## config.mk

```make
export PLATFORM = sky130hd
export DESIGN_NAME = hazard_control_unit
export DESIGN_NICKNAME = d
export VERILOG_FILES = /design/src/rtl/hazard_control_unit_pkg.sv /design/src/rtl/hazard_control_unit_scoreboard.sv /design/src/rtl/hazard_control_unit.sv
export SDC_FILE = /design/constraint.sdc
export NUM_CORES = 1
export LEC_CHECK = 0
export CAP_MARGIN = 10
export CORE_ASPECT_RATIO = 1.1
export CORE_MARGIN = 4
export CORE_UTILIZATION = 50
export CTS_CLUSTER_SIZE = 14
export DETAILED_ROUTE_END_ITERATION = 7
export GPL_ROUTABILITY_DRIVEN = 0
export PLACE_DENSITY = 0.71
export RECOVER_POWER = 25
export SLEW_MARGIN = 5
export SYNTH_ARGS = -nofsm -noshare
export SYNTH_HDL_FRONTEND = slang
export SYNTH_SLANG_ARGS = --single-unit
```

## constraint.sdc

```tcl
create_clock -name Clk -period 5.4 [get_ports Clk]
set_input_delay 1.62 -clock Clk [delete_from_list [all_inputs] [get_ports Clk]]
set_output_delay 1.62 -clock Clk [all_outputs]
set_load 0.02 [all_outputs]
```

## src/rtl/hazard_control_unit_pkg.sv

```systemverilog
// Shared encodings and sizing for the hazard control unit and its scoreboard.
package hazard_control_unit_pkg;

  localparam int unsigned NREG   = 32;
  localparam int unsigned CNT_W  = 2;
  localparam int unsigned REG_W  = 5;
  localparam int unsigned FCNT_W = 3;

  localparam logic [REG_W-1:0] REG_ZERO = 5'd0;

  typedef enum logic {
    HCU_IDLE  = 1'b0,
    HCU_FLUSH = 1'b1
  } hcu_state_e;

endpackage

```

## src/rtl/hazard_control_unit_scoreboard.sv

```systemverilog
// hcu_scoreboard: per-register count of issued-but-unretired writers, with
// busy lookups for both sources and a saturation lookup for the destination.
module hcu_scoreboard
  import hazard_control_unit_pkg::*;
#(
  parameter int unsigned NREG  = hazard_control_unit_pkg::NREG,
  parameter int unsigned CNT_W = hazard_control_unit_pkg::CNT_W
) (
  input  logic             clk,
  input  logic             rst_n,
  input  logic             inc_en,
  input  logic [REG_W-1:0] inc_rd,
  input  logic             dec_en,
  input  logic [REG_W-1:0] dec_rd,
  input  logic [REG_W-1:0] rs1,
  input  logic [REG_W-1:0] rs2,
  input  logic [REG_W-1:0] rd,
  output logic             busy_rs1,
  output logic             busy_rs2,
  output logic             sat_rd
);

  localparam logic [CNT_W-1:0] CNT_MAX = '1;
  localparam logic [CNT_W-1:0] CNT_ONE = CNT_W'(1);

  logic [CNT_W-1:0] cnt_q [NREG];
  logic [CNT_W-1:0] cnt_d [NREG];

  // x0 is pinned to zero; an issue and a retire on the same register cancel out.
  always_comb begin
    for (int unsigned r = 0; r < NREG; r++) begin
      cnt_d[r] = cnt_q[r];
      if (r == 0) begin
        cnt_d[r] = '0;
      end else if (!(inc_en && (inc_rd == REG_W'(r)) && dec_en && (dec_rd == REG_W'(r)))) begin
        if (inc_en && (inc_rd == REG_W'(r)) && (cnt_q[r] != CNT_MAX)) begin
          cnt_d[r] = cnt_q[r] + CNT_ONE;
        end else if (dec_en && (dec_rd == REG_W'(r)) && (cnt_q[r] != '0)) begin
          cnt_d[r] = cnt_q[r] - CNT_ONE;
        end
      end
    end
  end

  always_ff @(posedge clk or negedge rst_n) begin
    if (!rst_n) begin
      for (int unsigned r = 0; r < NREG; r++) begin
        cnt_q[r] <= '0;
      end
    end else begin
      cnt_q <= cnt_d;
    end
  end

  // The last writer retiring this cycle is readable through the negedge regfile write.
  assign busy_rs1 = (cnt_q[rs1] != '0) &&
                    !((cnt_q[rs1] == CNT_ONE) && dec_en && (dec_rd == rs1));
  assign busy_rs2 = (cnt_q[rs2] != '0) &&
                    !((cnt_q[rs2] == CNT_ONE) && dec_en && (dec_rd == rs2));
  assign sat_rd   = (cnt_q[rd] == CNT_MAX);

endmodule

```

## src/rtl/hazard_control_unit.sv

```systemverilog
// Decode-side interlock: RAW/WAW-saturation stalls plus post-redirect flush sequencing.
// Optional HCU_PERF_CNT_EN adds Stall_Count / Flush_Count event counters.
module hazard_control_unit #(
  parameter int unsigned NREG         = hazard_control_unit_pkg::NREG,
  parameter int unsigned CNT_W        = hazard_control_unit_pkg::CNT_W,
  parameter int unsigned FLUSH_CYCLES = 2
) (
  input  logic        Clk,
  input  logic        Reset,
  input  logic        Valid_ID,
  input  logic [4:0]  rs1_ID,
  input  logic [4:0]  rs2_ID,
  input  logic        Rs1_Valid_ID,
  input  logic        Rs2_Valid_ID,
  input  logic [4:0]  rd_ID,
  input  logic        Write_Enable_ID,
  input  logic        Write_Enable_WB,
  input  logic [4:0]  rd_WB,
  input  logic        Redirect_EX,
  output logic        Stall_IF,
  output logic        Stall_ID,
  output logic        Flush_IF_ID,
  output logic        MUX_ID_PM,
  output logic        Issue_ID
`ifdef HCU_PERF_CNT_EN
  ,
  output logic [31:0] Stall_Count,
  output logic [31:0] Flush_Count
`endif
);

  import hazard_control_unit_pkg::*;

  localparam logic [FCNT_W-1:0] FLUSH_RELOAD = FCNT_W'(FLUSH_CYCLES - 1);
  localparam bit                USE_FSM      = (FLUSH_CYCLES > 1);

  hcu_state_e        state_q, state_d;
  logic [FCNT_W-1:0] fcnt_q, fcnt_d;

  logic busy_rs1, busy_rs2, sat_rd;
  logic raw, waw, in_flush, flushing, stall, bubble, issue;

  hcu_scoreboard #(
    .NREG  (NREG),
    .CNT_W (CNT_W)
  ) u_scoreboard (
    .clk      (Clk),
    .rst_n    (Reset),
    .inc_en   (issue & Write_Enable_ID),
    .inc_rd   (rd_ID),
    .dec_en   (Write_Enable_WB),
    .dec_rd   (rd_WB),
    .rs1      (rs1_ID),
    .rs2      (rs2_ID),
    .rd       (rd_ID),
    .busy_rs1 (busy_rs1),
    .busy_rs2 (busy_rs2),
    .sat_rd   (sat_rd)
  );

  // A redirect outranks any stall: the stalled instruction is on the wrong path.
  always_comb begin
    in_flush = (state_q == HCU_FLUSH);
    flushing = in_flush | Redirect_EX;
    raw      = (Rs1_Valid_ID & busy_rs1) | (Rs2_Valid_ID & busy_rs2);
    waw      = Write_Enable_ID & (rd_ID != REG_ZERO) & sat_rd;
    stall    = Valid_ID & (raw | waw) & ~flushing;
    bubble   = stall | flushing;
    issue    = Valid_ID & ~bubble;
  end

  assign Stall_IF    = stall;
  assign Stall_ID    = stall;
  assign Flush_IF_ID = flushing;
  assign MUX_ID_PM   = bubble;
  assign Issue_ID    = issue;

  // The redirect cycle is the first bubble, so FLUSH lasts FLUSH_CYCLES-1 cycles.
  always_comb begin
    state_d = state_q;
    fcnt_d  = fcnt_q;
    case (state_q)
      HCU_IDLE: begin
        if (Redirect_EX && USE_FSM) begin
          state_d = HCU_FLUSH;
          fcnt_d  = FLUSH_RELOAD;
        end
      end
      HCU_FLUSH: begin
        if (Redirect_EX) begin
          fcnt_d = FLUSH_RELOAD;
        end else if (fcnt_q <= FCNT_W'(1)) begin
          state_d = HCU_IDLE;
          fcnt_d  = '0;
        end else begin
          fcnt_d = fcnt_q - FCNT_W'(1);
        end
      end
    endcase
  end

  always_ff @(posedge Clk or negedge Reset) begin
    if (!Reset) begin
      state_q <= HCU_IDLE;
      fcnt_q  <= '0;
    end else begin
      state_q <= state_d;
      fcnt_q  <= fcnt_d;
    end
  end

`ifdef HCU_PERF_CNT_EN
  logic [31:0] stall_cnt_q, stall_cnt_d;
  logic [31:0] flush_cnt_q, flush_cnt_d;

  always_comb begin
    stall_cnt_d = stall_cnt_q + 32'(stall);
    flush_cnt_d = flush_cnt_q + 32'(flushing);
  end

  always_ff @(posedge Clk or negedge Reset) begin
    if (!Reset) begin
      stall_cnt_q <= '0;
      flush_cnt_q <= '0;
    end else begin
      stall_cnt_q <= stall_cnt_d;
      flush_cnt_q <= flush_cnt_d;
    end
  end

  assign Stall_Count = stall_cnt_q;
  assign Flush_Count = flush_cnt_q;
`endif

endmodule

```

Word-level counts from Yosys, hierarchy flattened
Index checks and enable logic that the tools add are counted.

Bits in registers: 66. Latch bits: 0. Memory bits (writable): 0. Memory bits (read-only): 0. Logic and storage cells: 617. Memories: 0.

Add/subtract/negate cells: 63. Multiply operators: 0. Divide/modulo/power cells: 0. Order comparisons: 4. Equality and inequality tests: 99. Shift operators: 0. Multiplexer cells: 79. Bitwise logic cells: 49. Reduce and logical (&&, ||, !) cells: 290.

Operator list (count): 1-bit logical AND (192); 5-bit equality test (second input constant) (32); 2-bit two-way mux (68); 2-bit nonzero test (64); 5-bit by 4-bit equality test with 1-bit output (second input constant) (16); 2-bit != test (second input constant) (32); 2-bit by 1-bit adder with 2-bit output (second input constant) (31); 2-bit AND reduction (31); 2-bit by 1-bit subtractor with 2-bit output (second input constant) (31); 5-bit by 3-bit equality test with 1-bit output (second input constant) (8); 1-bit inverter (34); 2-bit binary-select mux with 5-bit select (3); 5-bit by 2-bit equality test with 1-bit output (second input constant) (4); 6-bit >= comparator (second input constant) (3); 5-bit inverter with 6-bit output (3); 5-bit by 1-bit equality test with 1-bit output (second input constant) (2); 5-bit equality test (2); 3-bit two-way mux (3); 1-bit AND (8); 3-bit case mux with 2 select lines (1); 5-bit nonzero test (1); 2-bit by 1-bit equality test with 1-bit output (second input constant) (2); 1-bit bitwise OR (4); 3-bit by 1-bit less-or-equal comparator with 1-bit output (second input constant) (1); other kinds (5) (8).

Depth between registers and ports, before layout
Depth in word-level cells: 23. Mapped depth: 13. Depth with buffers taken out: 9.

By module
A second synthesis with hierarchy kept.

Cells, all modules: 629. Area total of the unflattened synthesis: 5422.7 um^2.

Modules (own cells, without submodules): hcu_scoreboard (instances 1, cells each 593, area an instance 5114.9 um^2, sequential area each 1551.5 um^2); hazard_control_unit (instances 1, cells each 36, area an instance 307.8 um^2, sequential area each 100.1 um^2).

Least setup slack after synthesis
Ideal clock, no wire load.

Path type: input to output. Start point: input port rs1_ID[0]. End point: output port Stall_IF. Arrival: 4.044 ns. Required time: 3.780 ns. Setup slack: -0.264 ns. Cell stages on the path: 11. Buffers on the path: 5. Cells stage by stage: buf_4 > buf_4 > or4_1 > nand4_1 > o221ai_1 > o21ai_2 > nor3_4 > buf_2 > buf_2 > nor2_1 > buf_4.

Word-level cells in the longest chain between the ends: 14. Elaborated cells on any way between the ends: 16. Those cells by class: 2 x eq/ne; 3 x mux; 6 x bitwise; 5 x reduce/logical.

RTL lines: start: declaration (RTL line hazard_control_unit.sv:11) `input logic [4:0] rs1_ID,`; 5-bit inverter with 6-bit output (implied by the code) (RTL line hazard_control_unit_scoreboard.sv:56, hazard_control_unit_scoreboard.sv:57); 2-bit binary-select mux with 5-bit select (RTL line hazard_control_unit_scoreboard.sv:56, hazard_control_unit_scoreboard.sv:57); 2-bit two-way mux (implied by the code) (2 in a row) (RTL line hazard_control_unit_scoreboard.sv:56, hazard_control_unit_scoreboard.sv:57); 2-bit by 1-bit equality test with 1-bit output (RTL line hazard_control_unit_scoreboard.sv:57) `!((cnt_q[rs1] == CNT_ONE) && dec_en && (dec_rd == rs1));`; 1-bit logical AND (2 in a row) (RTL line hazard_control_unit_scoreboard.sv:57); 1-bit zero test (RTL line hazard_control_unit_scoreboard.sv:57); 1-bit logical AND * (RTL line hazard_control_unit_scoreboard.sv:56) `assign busy_rs1 = (cnt_q[rs1] != '0) &&`; 1-bit AND * (RTL line hazard_control_unit.sv:65) `raw = (Rs1_Valid_ID & busy_rs1) | (Rs2_Valid_ID & busy_rs2);`; 1-bit bitwise OR * (RTL line hazard_control_unit.sv:65); 1-bit bitwise OR * (RTL line hazard_control_unit.sv:67) `stall = Valid_ID & (raw | waw) & ~flushing;`; 1-bit AND * (2 in a row) (RTL line hazard_control_unit.sv:67); end: declaration (RTL line hazard_control_unit.sv:20) `output logic Stall_IF,`.

Every way passes the cells marked *; elsewhere a longest branch is shown, timed or not. The select of a mux whose other input is x is not followed.

Final worst setup path
Start point: input port rs2_ID[0]. End point: output port MUX_ID_PM.

Word-level cells in the longest chain between the ends: 15. Elaborated cells on any way between the ends: 17. Those cells by class: 2 x eq/ne; 3 x mux; 7 x bitwise; 5 x reduce/logical.

RTL lines: start: declaration (RTL line hazard_control_unit.sv:12) `input logic [4:0] rs2_ID,`; 5-bit inverter with 6-bit output (implied by the code) (RTL line hazard_control_unit_scoreboard.sv:58, hazard_control_unit_scoreboard.sv:59); 2-bit binary-select mux with 5-bit select (RTL line hazard_control_unit_scoreboard.sv:58, hazard_control_unit_scoreboard.sv:59); 2-bit two-way mux (implied by the code) (2 in a row) (RTL line hazard_control_unit_scoreboard.sv:58, hazard_control_unit_scoreboard.sv:59); 2-bit by 1-bit equality test with 1-bit output (RTL line hazard_control_unit_scoreboard.sv:59) `!((cnt_q[rs2] == CNT_ONE) && dec_en && (dec_rd == rs2));`; 1-bit logical AND (2 in a row) (RTL line hazard_control_unit_scoreboard.sv:59); 1-bit zero test (RTL line hazard_control_unit_scoreboard.sv:59); 1-bit logical AND * (RTL line hazard_control_unit_scoreboard.sv:58) `assign busy_rs2 = (cnt_q[rs2] != '0) &&`; 1-bit AND * (RTL line hazard_control_unit.sv:65); 1-bit bitwise OR * (RTL line hazard_control_unit.sv:65); 1-bit bitwise OR * (RTL line hazard_control_unit.sv:67); 1-bit AND * (2 in a row) (RTL line hazard_control_unit.sv:67); 1-bit bitwise OR * (RTL line hazard_control_unit.sv:68) `bubble = stall | flushing;`; end: declaration (RTL line hazard_control_unit.sv:23) `output logic MUX_ID_PM,`.

Marked as above.

==> flow_summary.yaml <==
sta:
  finalHoldViolCount: 0
  final-max-slew-violation-count: 34
  fmax_ghz: 0.183
  fin_crit_sh_pct: 101
  worst_pin_slew_ns: 1.95
  max_slew_margin_pct: -30.3
  worst_hold_slack_ns: 0.517
  rsz0062_at_grt: "true"
  fin_ws_ns: -0.0736
  setup_viol: 4
  finalClockSkew_ns: 0.00409
  fin_crit_ns: 5.47
cells_and_area:
  nets: 829
  final_area_um2: 7810
  fill_cells: 881
  seq_area_um2: 1650
  area_delta_synth_final_pct: 28.9
  drive_gt1_share_pct: 26.7
  diodes: 0
  multi_input_area_um2: 4240
critical_path:
  crit_slowest_cell: "mux4_2"
  timing.rr.end: "u_scoreboard.cnt_q[36]"
  cp_top_family: "multiplexers"
  cp_data_required_time_ns: 3.78
  critPathMaxStageDelay_ns: 0.52
  reg2reg_depth: 13
  reg2reg_from: "u_scoreboard.cnt_q[11]"
  crit_path_max_fanout: 7
  timing.critical_path.mode_cell: "buf_6"
  crit_path_end_kind: "output pin"
  crit_arrival_ns: 3.85
  r2r_slack_ns: 1.71
  crit_chain: "buf_4, buf_12, mux4_2, mux2i_2, mux2i_1, o311ai_2, o21ai_2, nor3_4, buf_6, o21ai_4, buf_6"
  path_buf_inv: 4
  criticalPathCategory: "primary input to output pin"
  crit_path_start_kind: "primary input"
detailed_routing:
  wirelength_um: 21900
  vias: 6509
  drt_first_pass_iters: 5
  wl_per_cell_um: 22.9
  viasPerCell: 6.82
  drc: 0
  drtIter0Drc: 811
  ant_nets: 0
worst_hold_path:
  hold_start: "fcnt_q[1]"
  hold_end: "fcnt_q[1]"
  min_path_type: "register to register"
  whs_path_depth: 2
place:
  hpwl_um: 15800
  place_area_um2: 7000
  portBuffers: 32
clock_network:
  cts_made_buffers: 9
  postCtsHoldBufs: 0
  max-clock-path-buffers: 2
  cts_max_level: 3
  cts_sinks: 66
  root_buffer: "clkbuf_16"
  cts_tree: "done"
  clk_latency_ns: 0.35
  clkSlewWorstSetupHoldPaths_ns: 0.05
synth:
  synth_xor_area_share_pct: 2.31
  syn_nets: 727
  yosysSeqAreaShare_pct: 27.3
  synth_cell_types: 70
  yosys.area_share.simple_pct: 23.7
  synth_ff_type: "dfrtp_1"
  async_flop_share_pct: 100
  synth-edff-count: 0
  synth-seq-cells: 66
  synth_top_family_by_area: "simple AND/OR/NAND/NOR gates"
  synth_warnings: 0
  synth_mux_area_share_pct: 20.3
  synthesis.area_um2: 6060
  syn_area_per_cell_um2: 8.69
  synth_compound_area_share_pct: 21.0
  synth_fa_ha_area_share_pct: 0.413
  synthCells: 697
power_and_ir_drop:
  peakVddDrop_v: 0.000233
  leakagePower_uw: 0.00342
  pwr_density_cell_nw_per_um2: 202
  p_total_uw: 1580
die:
  die_y_um: 123
  core-area_um2: 11600
  io_pins: 33
  die_w_um: 113
  die_area_um2: 13900
  rows: 41
  initial_utilization_pct: 52.0
outcome:
  violations: "max-capacitance violations, max-slew violations, negative setup slack"
  status: "finished, violations left"
global_route:
  grt_antenna_before_repair: 0
  gr-usage-all-layers_pct: 32.4
  grt_max_degree: 41
  grt_overflow: 0
  grt_pass1_wl_um: 34700
  grt_pass1_vias: 6668
run:
  maxCapViolCount: 1
-- logic make-up (layout without fill, tap and decap cells) --
logic type | Yosys count | after routing
simple gates | 290 | 290
compound gates | 180 | 180
mux | 76 | 76
buf+inv | 67 | 174
flops | 66 | 66
xor+xnor | 16 | 16
fa+ha+maj | 2 | 2
-- area by class of cell --
type	instances	area share, %
clock buffers	15	3.68
clock inverters	1	0.384
inverters	25	1.20
multi-input cells	564	54.3
flip-flops and latches	66	21.1
well taps	150	2.40
repair buffers	133	16.9
-- worst max path at each step --
stage,end,cells past startpoint,start
3_3_place_gp,Issue_ID,10,rd_ID[0]
2_1_floorplan,Stall_IF,10,rd_ID[1]
4_1_cts,MUX_ID_PM,12,rs1_ID[0]
6_report,MUX_ID_PM,11,rs2_ID[0]
5_1_grt,MUX_ID_PM,13,rs1_ID[0]
3_5_place_dp,Issue_ID,10,rd_ID[0]
-- sequential cells by signal, summed over array words and instances, names as in the netlist --
register            count
u_scoreboard.cnt_q     62
in_flush                1
fcnt_q                  3
-- layer usage --
layer / GRT usage [%] / vias up / routed length, µm
met4: 21.3 / 0 / 1520
met1: 38.4 / 3079 / 7850
met3: 9.15 / 132 / 2480
met5: 0 / - / 0
li1: - / 2845 / -
met2: 51.5 / 453 / 10000
-- cell usage in the layout, fill, tap and decap left out, types with 5 or more instances in the layout --
cell type and count:
dfrtp_1 66, a21boi_0 10, o211ai_1 5, xnor2_1 15, mux2_2 16, a31o_2 5
nand2_1 69, and3_1 5, nor3_1 14, nor4_1 6, buf_12 9, nand3_1 36
buf_4 76, or3_1 5, nand4_1 10, o31a_1 5, buf_6 18, a22oi_1 11
clkbuf_16 9, a31oi_1 20, o21ai_0 16, o22a_1 16, nor2_1 85, mux4_2 36
o31ai_1 6, mux2i_1 20, nor2b_1 21, nand2b_1 10, inv_1 24, a21oi_1 30
dlymetal6s2s_1 7, clkdlybuf4s50_1 11, and2_1 5
-- synth_stat cells (8+ instances only) --
master	n	area (µm²)
mux4_2	36	811
a22oi_1	11	82.6
nor3_1	15	75.1
a31oi_1	20	125
buf_2	14	70.1
nand4_1	10	62.6
nand3_1	36	180
clkbuf_1	19	71.3
xnor2_1	15	131
nor2_1	86	323
a21oi_1	33	165
o31ai_1	8	60.1
a21boi_0	10	75.1
nand2b_1	10	62.6
o22a_1	16	140
dfrtp_1	66	1650
nor2b_1	23	144
nand2_1	69	259
inv_1	24	90.1
mux2i_1	23	230
mux2_2	17	191
o21ai_0	22	110
-- report_power, final --
group	switching [µW]	leakage, µW	internal [µW]	total [µW]
Clock	219	0.000156	408	627
Sequential	43.7	0.000893	519	563
Combinational	202	0.00237	185	387
Total	465	0.00342	1110	1580
-- worst min-delay path, stage by stage, from the launching register on --
cell and delay (ns):
dfrtp_1 0.34, a21oi_1 0.06, nor2_1 0.08
-- stage by stage --
stage / setup slack [ns] / setup TNS (ns) / util (%) / instances
after floorplan: -0.0147 / -0.0147 / - / 697
after global placement: -0.881 / -3.19 / 60.1 / 912
after detailed placement: -0.906 / -3.31 / 60.1 / 912
after CTS: 0.00168 / 0 / 66.1 / 950
after global routing: -0.131 / -0.478 / 67.1 / 954
final: -0.0736 / -0.270 / 67.1 / 954
-- repair_timing --
| item | 4_1_cts | 5_1_grt |
|---|---|---|
| gates cloned | 3 | 0 |
| resized for setup | 76 | 32 |
| endpoints found under the setup margin | 4 | 4 |
| setup buffers | 19 | 4 |
| pin swaps | 18 | 14 |
Power figures use the tool's default switching activity.
